===== src/rtl/counter_universal.sv =====
// -----------------------------------------------------------------------------
// counter_universal
//
// Parametrised up/down counter with a programmable modulus, variable step,
// wrap or saturate behaviour, synchronous load, a combinational cascade carry
// and a sticky overflow flag.
//
// Parameters
//   n        counter width in bits (n >= 2)
//   MODULUS  count range is 0..MODULUS-1, 2 <= MODULUS <= 2**n
//
// Ports
//   clk       in   rising-edge clock
//   res_n     in   asynchronous active-low reset
//   en        in   count enable
//   count_up  in   1 = increment, 0 = decrement
//   load      in   synchronous load of set (wins over en)
//   set       in   load value, clamped to MODULUS-1
//   step      in   step magnitude, clamped to MODULUS-1; 0 = hold
//   sat       in   1 = saturate at the bounds, 0 = wrap modulo MODULUS
//   clr_ovf   in   synchronous clear of ovf (an event in the same cycle wins)
//   count     out  registered count
//   carry     out  combinational: the next edge is a boundary event
//   ovf       out  registered sticky boundary-event flag
// -----------------------------------------------------------------------------
module counter_universal #(
  parameter int n       = 4,
  parameter int MODULUS = 2 ** n
) (
  input  logic         clk,
  input  logic         res_n,
  input  logic         en,
  input  logic         count_up,
  input  logic         load,
  input  logic [n-1:0] set,
  input  logic [n-1:0] step,
  input  logic         sat,
  input  logic         clr_ovf,
  output logic [n-1:0] count,
  output logic         carry,
  output logic         ovf
);

  // All arithmetic is carried out on n+1 bits so that count+step and
  // count+MODULUS-step never truncate, even when MODULUS == 2**n.
  localparam int         MAX_I = MODULUS - 1;
  localparam logic [n:0] MOD_W = MODULUS[n:0];
  localparam logic [n:0] MAX_W = MAX_I[n:0];

  logic [n-1:0] count_q, count_d;
  logic         ovf_q, ovf_d;

  logic [n:0]   count_ext;
  logic [n:0]   step_ext;
  logic [n:0]   set_ext;
  logic [n:0]   step_eff;
  logic [n:0]   set_eff;
  logic [n:0]   sum_up;
  logic [n:0]   step_next;
  logic         out_of_range;
  logic         boundary_event;

  always_comb begin
    count_ext = {1'b0, count_q};
    step_ext  = {1'b0, step};
    set_ext   = {1'b0, set};

    // Oversized step / load values are clamped to the top of the range.
    step_eff  = (step_ext > MAX_W) ? MAX_W : step_ext;
    set_eff   = (set_ext  > MAX_W) ? MAX_W : set_ext;

    sum_up       = count_ext + step_eff;
    out_of_range = 1'b0;
    step_next    = count_ext;

    if (count_up) begin
      if (sum_up <= MAX_W) begin
        step_next = sum_up;
      end else begin
        out_of_range = 1'b1;
        step_next    = sat ? MAX_W : (sum_up - MOD_W);
      end
    end else begin
      if (step_eff <= count_ext) begin
        step_next = count_ext - step_eff;
      end else begin
        out_of_range = 1'b1;
        // count < step here, so count+MODULUS-step stays below MODULUS.
        step_next    = sat ? '0 : (count_ext + MOD_W - step_eff);
      end
    end

    // A zero step is always in range, so it never raises an event. Sitting
    // at a saturation bound with a nonzero step is an event on every edge.
    boundary_event = en && !load && out_of_range;

    count_d = count_q;
    if (load) begin
      count_d = set_eff[n-1:0];
    end else if (en) begin
      count_d = step_next[n-1:0];
    end

    // Set has priority over clear so a simultaneous event is never lost.
    ovf_d = ovf_q;
    if (boundary_event) begin
      ovf_d = 1'b1;
    end else if (clr_ovf) begin
      ovf_d = 1'b0;
    end
  end

  always_ff @(posedge clk or negedge res_n) begin
    if (!res_n) begin
      count_q <= '0;
      ovf_q   <= 1'b0;
    end else begin
      count_q <= count_d;
      ovf_q   <= ovf_d;
    end
  end

  assign count = count_q;
  assign ovf   = ovf_q;
  // Gated with reset so a downstream stage never sees a spurious enable
  // while this stage is held in reset (count=0 counting down would else fire).
  assign carry = boundary_event && res_n;

endmodule


===== config.mk =====
export PLATFORM = sky130hd
export DESIGN_NAME = counter_universal
export DESIGN_NICKNAME = d
export VERILOG_FILES = /design/src/rtl/counter_universal.sv
export SDC_FILE = /design/constraint.sdc
export NUM_CORES = 1
export LEC_CHECK = 0
export ABC_AREA = 0
export BUFFER_PORTS_ARGS = -buffer_cell sky130_fd_sc_hd__clkbuf_2
export CORE_MARGIN = 2
export CORE_UTILIZATION = 42
export CTS_BUF_LIST = sky130_fd_sc_hd__clkbuf_8
export DETAILED_ROUTE_END_ITERATION = 16
export GPL_TIMING_DRIVEN = 0
export PLACE_DENSITY = 0.75
export SETUP_SLACK_MARGIN = 0.02
export SLEW_MARGIN = 20
export SYNTH_ARGS = -nofsm -noshare
export SYNTH_HDL_FRONTEND = slang
export SYNTH_SLANG_ARGS = --single-unit

===== constraint.sdc =====
create_clock -name clk -period 2.13 [get_ports clk]
set_clock_uncertainty 0.2 [all_clocks]
set_input_delay 0.1065 -clock clk [delete_from_list [all_inputs] [get_ports clk]]
set_output_delay 0.1065 -clock clk [all_outputs]
set_load 0.05 [all_outputs]

==> impl_metrics.ini, run 1 <==
[synth]
syn-cell-area_sq_um = 637
count_of_different_cell_masters_after_synthesis = 37
cell_count_after_synthesis = 73
synthesis.nets = 98
synth.mux.area_fraction_pct = 0
yosys.area_share.xor_xnor_pct = 2.75
ys_seq_elements = 5
synth_seq_area_share_pct = 19.6
post_synthesis_compound_gate_area_fraction_pct = 26.3
synth_fa_ha_area_share_pct = 22.0
ys.warnings.count = 0
synthesis.area_per_instance_sq_um = 8.72
post_synth_and_or_nand_nor_area_fraction_pct = 22.2
main_combinational_cell_family_by_area_after_synthesis = compound AO/OA/AOI/OAI gates

[layout]
final_util_pct = 67.9
diodes = 0
final_common_cell = clkbuf_2
finalNetCount = 132
final_cell_area_sq_um = 1000
layout-area-overhead-vs-synth_pct = 57.0
mostFrequentLayoutCells = clkbuf_2 (17), inv_1 (7), a21oi_1 (6), buf_4 (6)
layout-drive-gt1-share_pct = 46.2

[power_and_ir_drop]
switching_power_w = 0.000256
power_per_cell_area_mw_per_mm2 = 644
intPower_w = 0.000388
power.static_leakage_nw = 0.466
power_frac_clock_pct = 26.3
seq_power_share_pct = 19.8
comb_power_share_pct = 53.9
power_switching_share_pct = 39.8
vdd.ir_drop.worst_mv = 0.556
p_total_w = 0.000644

[clock_tree]
path_clk_slew_ps = 40
cts-root-buf = clkbuf_8
numCtsBuffers = 3
tritoncts_sinks = 5
cts_max_level = 1
cts_buffer_depth = 2
clock_latency_ps = 220
cts_tree = yes

[timing]
timing.fmax_mhz = 452
final_hold_viol_count = 0
timing_worst_slew_pin_value_ps = 403
grt_setup_unrepaired = true
fin_tns_setup_ps = -91.5
relSlewSlack_pct = 73.1
fin_ws_ps = -81.8
setup_viol_count_final = 2
maxSlewViolCount = 0
finalCritPeriodShare_pct = 104
finalCriticalPeriod_ps = 2210

[worst_setup_path]
crit_type = reg2out
critPathTopFamily = compound AO/OA/AOI/OAI gates
cp_cell_sequence = inv_2 > ha_4 > fa_2 > a21boi_4 > o21a_1 > o21ai_2 > nor3b_4 > buf_8
crit_path_max_incr_delay_ps = 410
critPathBufInv = 2
crit_end_category = output pin
critPathMaxFanout = 4
crit_arrival_ps = 1910
timing.critical_path.slowest_stage_cell = dfrtp_2
r2r_slack_ps = -10
cp_data_required_time_ps = 1820
critPathLaunchType = flop

[floorplan]
io_pins = 21
design.die.area_sq_mm = 0.00184
die_y_um = 42.9
dieWidth_um = 42.9
initial_core_util_pct = 43.3
core_sq_mm = 0.00147
number_of_placement_rows = 14

[place]
post-dp-hpwl_mm = 1.23
preCtsSetupSlack_ps = -67.7
placement.io_buffers = 18
placement.cell_area_sq_um = 786
globalplace.congestion = 0.819

[routing]
dr.first_iter.drc_count = 7
maxUsedRoutingLayer = met4
drt_drc_violations_left = 0
wl_met2_um = 967
first_pass_detailed_route_iteration_total = 4
routed-wl-met3_um = 66
routed_length_per_placed_instance_um = 14.6
post_detailed_route_count_of_antenna_violating_nets = 0
dr_total_vias = 692
routed_vias_inst = 5.67
routed_wirelength_mm = 1.78
detail_route.wirelength.met1_um = 702

[run_status]
violations = negative setup slack
run_status = finished, violations left

[grt]
groute.usage.overall_pct = 21.3
grt.overflow.total = 0
largest_net_degree_at_the_start_of_global_routing = 11
initial_antenna_violation_count = 0
global_route_wire_length_before_repair_mm = 2.94
number_of_global_route_vias_before_repair = 676

[job]
max_cap_violation_count = 0

[min_path]
holdCritPathClass = in2reg
[layer usage]
metal  track usage [%]  vias up
met5                 0        -
met4              4.24        0
met3              5.53        4
met2              38.5       21
met1              25.1      334
li1                  -      333
[logic make-up after synthesis]
logic type	after synthesis
AO/OA/AOI/OAI	24
XOR/XNOR	2
adder cells (fa/ha/maj)	10
buffers and inverters	10
flip-flops	5
AND/OR/NAND/NOR	22
[power groups by stage]
stage	Combinational, W	Sequential [W]	Clock, W
finish	0.000347	0.000128	0.000169
global route	0.000375	0.000130	0.000180
CTS	0.000307	0.000127	0.000173
detailed placement	0.000274	0.000128	0
global placement	0.000269	0.000127	0
floorplan	0.000167	0.000170	0
[Yosys cell counts]
library cell  n  area, sq um
a21boi_0      1         7.51
a21o_1        1         7.51
a21oi_1       7         35.0
a22oi_1       1         7.51
a31oi_1       1         6.26
and3b_1       2         17.5
buf_1         1         3.75
buf_6         1         11.3
clkbuf_1      1         3.75
dfrtp_1       5          125
fa_1          2         40.0
ha_1          8          100
inv_1         7         26.3
nand2_1       1         3.75
nand2b_1      2         12.5
nand4b_1      1         8.76
nor2_1        5         18.8
nor2b_1       2         12.5
nor2b_2       1         8.76
nor3_1        1         5.00
nor3b_1       3         22.5
nor3b_2       1         12.5
nor4_1        1         6.26
o2111ai_1     1         8.76
o211a_1       1         10.0
o211ai_2      1         12.5
o21a_1        1         7.51
o21ai_0       1         5.00
o21ai_1       1         5.00
o21bai_1      1         7.51
o22ai_1       1         6.26
o2bb2ai_1     1         8.76
o31a_2        1         10.0
o31ai_1       3         22.5
or2_1         1         6.26
or3_1         1         6.26
xnor2_1       2         17.5
[sequential cells by signal, indices dropped and copies added, names as in the netlist]
register / cells
count: 4
ovf: 1
[worst register-to-register path, stage by stage, from the launching register on]
cell and delay, ps:
dfrtp_2 410, inv_2 60, ha_4 160, fa_2 340, a21boi_4 150, buf_4 140
o211ai_4 190, a21oi_1 120, o31ai_2 260
[stage by stage]
| stage | cells | hold slack [ps] |
|---|---|---|
| 2_1_floorplan | 73 | -389 |
| 6_report | 122 | 15.8 |
| 5_1_grt | 122 | 64.7 |
| 3_5_place_dp | 107 | -260 |
| 3_3_place_gp | 107 | -263 |
| 4_1_cts | 119 | 19.5 |
[path summary, 6_finish.rpt]
path,end,cells after the start,from
max in group asynchronous,count[0]$_DFFE_PN0P_,2,res_n
min in group asynchronous,ovf$_DFFE_PN0P_,2,res_n
worst min register to register,ovf$_DFFE_PN0P_,2,ovf$_DFFE_PN0P_
worst max register to register,count[1]$_DFFE_PN0P_,8,count[0]$_DFFE_PN0P_
worst min-delay path,count[3]$_DFFE_PN0P_,3,set[3]
worst max-delay path,carry,8,count[0]$_DFFE_PN0P_
[area by class of cell]
type                            count  area (sq um)
Inverter                            7          26.3
Sequential cell                     5           130
Tap cell                           16          20.0
Clock buffer                        3          41.3
Fill cell                         121           472
Clock inverter                      1          3.75
Timing Repair Buffer               29           195
Buffer                              3          18.8
Multi-Input combinational cell     58           564
[timing repair]
action                     in CTS  in global routing
setup buffers                   3                  3
resized for setup               8                  7
setup endpoints to repair       2                  5
hold endpoints to repair        9                  0
hold buffers                    5                  0
pin swaps                       4                  4
Power figures use the tool's default switching activity.
==> run 2: changes to the inputs <==
--- a/config.mk
+++ b/config.mk
@@ -5,14 +5,15 @@
 export SDC_FILE = /design/constraint.sdc
 export NUM_CORES = 1
 export LEC_CHECK = 0
-export ABC_AREA = 0
+export ABC_AREA = 1
 export BUFFER_PORTS_ARGS = -buffer_cell sky130_fd_sc_hd__clkbuf_2
 export CORE_MARGIN = 2
 export CORE_UTILIZATION = 42
 export CTS_BUF_LIST = sky130_fd_sc_hd__clkbuf_8
+export CTS_CLUSTER_SIZE = 12
 export DETAILED_ROUTE_END_ITERATION = 16
 export GPL_TIMING_DRIVEN = 0
-export PLACE_DENSITY = 0.75
+export PLACE_DENSITY = 0.76
 export SETUP_SLACK_MARGIN = 0.02
 export SLEW_MARGIN = 20
 export SYNTH_ARGS = -nofsm -noshare
==> run 2 against run 1 <==
Net effect: the flow now finishes without violations; sequential cell count did not move; sequential share of layout area rose by 0.13 points; die area fell by 4.3%; global-route usage fell by 1.4 points; sequential power barely moved; clock power rose by 4%; largest power group unchanged; highest routed layer unchanged.
==> impl_metrics.ini, run 2 <==
[grt]
largest_net_degree_at_the_start_of_global_routing = 8
grt.overflow.total = 0
initial_antenna_violation_count = 0
global_route_wire_length_before_repair_mm = 2.64
number_of_global_route_vias_before_repair = 613
groute.usage.overall_pct = 19.8

[clock_tree]
clock_latency_ps = 220
cts_tree = yes
numCtsBuffers = 3
cts_buffer_depth = 2
cts_max_level = 1
cts-root-buf = clkbuf_8
path_clk_slew_ps = 40
tritoncts_sinks = 5

[layout]
largest_register_ffs = 4
layout-area-overhead-vs-synth_pct = 60.0
layout-drive-gt1-share_pct = 46.3
mostFrequentLayoutCells = clkbuf_2 (19), nand2_1 (16), buf_4 (10)
final_util_pct = 73.7
final_common_cell = clkbuf_2
fin_cells = 138
diodes = 0
final_cell_area_sq_um = 971
finalNetCount = 149

[place]
post-dp-hpwl_mm = 1.09
placement.cell_area_sq_um = 733
place_inst = 118
placement.io_buffers = 20
globalplace.congestion = 0.746
preCtsSetupSlack_ps = 82.2

[synth]
async_reset_ff_share_pct = 100
ys.warnings.count = 0
yosysMostFrequentCell = nand2_1
post_synth_most_frequent_cells = nand2_1 (19), inv_1 (10), ha_1 (8), nand3_1 (8), nor2_1 (6)
synth_seq_area_share_pct = 20.6
synthesis.nets = 108
cell_count_after_synthesis = 83
ys_seq_elements = 5
netlist.top_cell.by_area = dfrtp_1
count_of_different_cell_masters_after_synthesis = 19
synth.area.top_cells = dfrtp_1 (21%), ha_1 (16%), nand2_1 (12%)
syn-cell-area_sq_um = 607
synth_largest_type_area_fraction_pct = 20.6
synth_enable_flop_cells = 0
synthesis.area_per_instance_sq_um = 7.31
most_instantiated_flip_flop_cell_in_the_synthesis_netlist = dfrtp_1

[floorplan]
io_pins = 21
die_y_um = 42.0
core_sq_mm = 0.00132
dieWidth_um = 42.0
design.die.area_sq_mm = 0.00176
initial_core_util_pct = 46.1
number_of_placement_rows = 13

[worst_setup_path]
crit_arrival_ps = 1760
rr_startpoint = count[0]$_DFFE_PN0P_
crit_type = reg2out
setup.worst_path.end = carry
reg2reg_to = count[2]$_DFFE_PN0P_
worst_r2r_path_depth = 11
critical_path.startpoint = count[0]$_DFFE_PN0P_
critPathMaxFanout = 3
r2r_slack_ps = 260
crit_end_category = output pin
critPathLaunchType = flop
cp_data_required_time_ps = 1820

[timing]
timing_worst_slew_pin_value_ps = 302
maxSlewViolCount = 0
finalCritPeriodShare_pct = 96.8
final_hold_viol_count = 0
timing.fmax_mhz = 485
fin_ws_ps = 67.7
finalCriticalPeriod_ps = 2060
relSlewSlack_pct = 79.8
grt_setup_unrepaired = true
setup_viol_count_final = 0

[min_path]
hp-start = count_up
holdCritPathClass = in2reg
hold_path_depth = 4

[routing]
routed_wirelength_mm = 1.57
routed_length_per_placed_instance_um = 11.4
routed_vias_inst = 4.88
post_detailed_route_count_of_antenna_violating_nets = 0
dr.first_iter.drc_count = 7
drt_drc_violations_left = 0
first_pass_detailed_route_iteration_total = 4
dr_total_vias = 673

[power_and_ir_drop]
power_per_cell_area_mw_per_mm2 = 659
vdd.ir_drop.worst_mv = 0.653
power.static_leakage_nw = 0.520

[job]
max_cap_violation_count = 0

[run_status]
run_status = complete, no violations
[run 2: changes by cell type after synthesis, sizes merged, moves of 3 or more]
cell	change
nand3	+8
nand2	+22
a22oi	+3
nor2b	-3
o31ai	-3
nor3b	-4
inv	+6
[run 2: final cells by class]
| class | count | area (sq um) |
|---|---|---|
| inverter | 14 | 52.6 |
| fill | 100 | 347 |
| clock buffer | 3 | 41.3 |
| tap | 15 | 18.8 |
| clock inverter | 1 | 5.00 |
| multi-input combinational | 63 | 469 |
| buffer | 1 | 11.3 |
| timing repair buffer | 36 | 245 |
| sequential | 5 | 128 |
[run 2: kinds of logic (layout without fill, tap and decap cells)]
group / count (synthesis) / count (layout) / synth area share (%)
and+or+nand+nor: 39 / 39 / 29.5
buffers and inverters: 15 / 55 / 10.5
AOI/OAI and AO/OA: 12 / 12 / 13.4
adders and majority gates: 10 / 10 / 23.1
DFF: 5 / 5 / 20.6
xor gates and xnor gates: 2 / 2 / 2.89
[run 2: how the worst min path moves through the flow]
stage | to | slack, ps
global route | count[3]$_DFFE_PN0P_ | 20
finish | count[3]$_DFFE_PN0P_ | 10
detailed placement | ovf$_DFFE_PN0P_ | -270
CTS | count[3]$_DFFE_PN0P_ | 10
global placement | ovf$_DFFE_PN0P_ | -270
floorplan | count[0]$_DFFE_PN0P_ | -390
[run 2: timing repair]
action,CTS,global route
endpoints found under the setup margin,1,1
pin swaps,7,7
hold buffers,6,0
gates resized for setup,9,8
buffers inserted,5,5
hold endpoints to repair,10,0
[run 2: metrics by stage]
step           setup TNS, ps  total power (W)  hold slack [ps]
6_report                   0         0.000640             14.5
5_1_grt                -31.6         0.000695             24.7
4_1_cts                    0         0.000609             13.9
3_5_place_dp               0         0.000391             -266
3_3_place_gp               0         0.000386             -268
2_1_floorplan              0         0.000325             -389
[run 2: where the power goes]
part	total, W	switching (W)	leakage (nW)	internal, W
clock	0.000175	0.0000494	0.0255	0.000126
combinational	0.000336	0.000192	0.435	0.000144
sequential	0.000129	0.0000188	0.0592	0.000110
[run 2: worst max-delay path: stages (launching register included)]
cell	delay (ps)
dfrtp_2	410
inv_2	40
ha_2	170
fa_2	340
nand2_2	80
nand2_2	60
nand2_2	50
nand2_2	60
o211ai_4	110
nor2_4	60
buf_8	150
[run 2: layer usage]
metal	track usage, %	wire [um]
met1	24.4	704
met2	34.1	807
met3	1.29	37
met4	11.3	25
met5	0	0
==> run 3: changes to the inputs <==
--- a/config.mk
+++ b/config.mk
@@ -13,7 +13,7 @@
 export CTS_CLUSTER_SIZE = 12
 export DETAILED_ROUTE_END_ITERATION = 16
 export GPL_TIMING_DRIVEN = 0
-export PLACE_DENSITY = 0.76
+export PLACE_DENSITY_LB_ADDON = 0.15
 export SETUP_SLACK_MARGIN = 0.02
 export SLEW_MARGIN = 20
 export SYNTH_ARGS = -nofsm -noshare
==> run 3 against run 2 <==
Net effect: sequential power hardly changed; sequential share of layout area is 0.17 points higher; design area is 3.2% lower; combinational power is 5% lower; core utilization is 2.4 points lower; clock power hardly changed; critical path type unchanged; highest routed layer unchanged.
==> impl_metrics.ini, run 3 (synthesis gave the netlist of run 2 again) <==
[routing]
dr.first_iter.drc_count = 13
dr_total_vias = 660
drt_drc_violations_left = 0
routed_wirelength_mm = 1.55
routed_vias_inst = 4.96
first_pass_detailed_route_iteration_total = 4
routed_length_per_placed_instance_um = 11.7
post_detailed_route_count_of_antenna_violating_nets = 0

[floorplan]
number_of_placement_rows = 13
initial_core_util_pct = 46.1
io_pins = 21
design.die.area_sq_mm = 0.00176
dieWidth_um = 42.0
die_y_um = 42.0
core_sq_mm = 0.00132

[worst_setup_path]
cp_cell_sequence = ha_2 > fa_2 > nand3_2 > nand2_2 > o211ai_4 > nor2_4 > buf_8
crit_path_max_incr_delay_ps = 400
timing.critical_path.slowest_stage_cell = dfrtp_1
critical_path.startpoint = count[0]$_DFFE_PN0P_
crit_type = reg2out
cp_data_required_time_ps = 1820
logic_depth_of_the_worst_path_buffers_included = 7
critPathLaunchType = flop
crit_arrival_ps = 1770
critPathMaxFanout = 3
rr_startpoint = count[0]$_DFFE_PN0P_
critPathBufInv = 1
crit_end_category = output pin
critPathTopFamily = adder cells
worst_r2r_path_depth = 7

[clock_tree]
cts-root-buf = clkbuf_8
cts_tree = yes
tritoncts_sinks = 5
cts_max_level = 1
numCtsBuffers = 3
path_clk_slew_ps = 40
cts_buffer_depth = 2
clock_latency_ps = 220

[layout]
layout-area-overhead-vs-synth_pct = 54.8
layout-drive-gt1-share_pct = 41.5
fin_cells = 133
finalNetCount = 144
multi_input_gate_area_in_the_final_layout_sq_um = 479
final_cell_area_sq_um = 940
final_common_cell = clkbuf_2
largest_register_ffs = 4
diodes = 0
fill_cells = 108
mostFrequentLayoutCells = clkbuf_2 (19), nand2_1 (16), inv_1 (10)
sequential_cell_area_sq_um = 125

[power_and_ir_drop]
power_frac_clock_pct = 28.1
power_per_cell_area_mw_per_mm2 = 659
switching_power_w = 0.000257
vdd.ir_drop.worst_mv = 0.423
intPower_w = 0.000363
power.static_leakage_nw = 0.500
power_switching_share_pct = 41.4
seq_power_share_pct = 20.3
comb_power_share_pct = 51.6

[timing]
finalCritPeriodShare_pct = 97.6
maxSlewViolCount = 0
setup_viol_count_final = 0
timing_worst_slew_pin_value_ps = 303
grt_setup_unrepaired = true
final_hold_viol_count = 0
timing.fmax_mhz = 481
relSlewSlack_pct = 79.7
finalCriticalPeriod_ps = 2080

[place]
placement.io_buffers = 20
place_inst = 118
globalplace.congestion = 0.715
post-dp-hpwl_mm = 1.10
placement.cell_area_sq_um = 733

[grt]
number_of_global_route_vias_before_repair = 611
largest_net_degree_at_the_start_of_global_routing = 8
grt.overflow.total = 0
initial_antenna_violation_count = 0
groute.usage.overall_pct = 19.3
global_route_wire_length_before_repair_mm = 2.62

[min_path]
holdCritPathClass = in2reg
hold_path_depth = 4
hp-start = count_up

[run_status]
run_status = complete, no violations

[job]
max_cap_violation_count = 0
-- run 3: cell count changes in the layout (fill, tap and decap cells not counted), sizes merged --
cell,before,now
inv,13,14
clkinv,2,1
buf,12,7
-- run 3: final timing paths --
path                                         to  slack [ps]
setup / recovery                          carry          50
hold / removal             count[3]$_DFFE_PN0P_          10
setup reg to reg                ovf$_DFFE_PN0P_         270
hold reg to reg                 ovf$_DFFE_PN0P_         310
max in group asynchronous  count[3]$_DFFE_PN0P_        1530
min in group asynchronous  count[0]$_DFFE_PN0P_          40
-- run 3: timing repair --
action                                  in CTS  in global routing
endpoints found under the hold margin       10                  0
hold buffers                                 6                  0
pin swaps                                    1                  3
resized for setup                            7                  8
setup buffers                                1                  4
endpoints found under the setup margin       1                  1
-- run 3: routing by layer --
metal	vias to the layer above	wire, um	global-route usage, %
li1	342	-	-
met1	294	662	21.9
met2	22	788	32.8
met3	2	84	6.47
met4	0	19	8.13
met5	-	0	0
-- run 3: worst reg2reg max path: stages, from the launching register on --
cell	delay, ps
dfrtp_1	400
ha_2	200
fa_2	370
nand3_2	90
nand2_2	90
o211ai_4	200
buf_4	140
o21ai_1	50
-- run 3: through the flow --
step | util, % | hold WS (ps) | power [W] | setup slack [ps] | setup TNS, ps
6_report | 71.3 | 14.3 | 0.000619 | 51.5 | 0
3_3_place_gp | 55.7 | -263 | 0.000388 | 91.7 | 0
2_1_floorplan | - | -389 | 0.000325 | 38.1 | 0
3_5_place_dp | 55.7 | -262 | 0.000391 | 104 | 0
4_1_cts | 66.8 | 14.9 | 0.000590 | -0.0147 | -0.0147
5_1_grt | 71.3 | 43.9 | 0.000666 | -29.7 | -29.7
-- run 3: area by class of cell --
| cell class | instances | share of cell area, % |
|---|---|---|
| multi-input combinational | 63 | 51.0 |
| timing repair buffer | 31 | 22.1 |
| sequential | 5 | 13.3 |
| inverter | 14 | 5.59 |
| clock buffer | 3 | 4.39 |
| tap | 15 | 2.00 |
| buffer | 1 | 1.20 |
| clock inverter | 1 | 0.399 |
-- run 3: power by group through the flow --
stage / logic [W] / clock network (W) / registers [W]
6_report: 0.000320 / 0.000174 / 0.000126
5_1_grt: 0.000354 / 0.000184 / 0.000128
4_1_cts: 0.000287 / 0.000175 / 0.000127
3_5_place_dp: 0.000263 / 0 / 0.000128
3_3_place_gp: 0.000262 / 0 / 0.000126
2_1_floorplan: 0.000155 / 0 / 0.000170
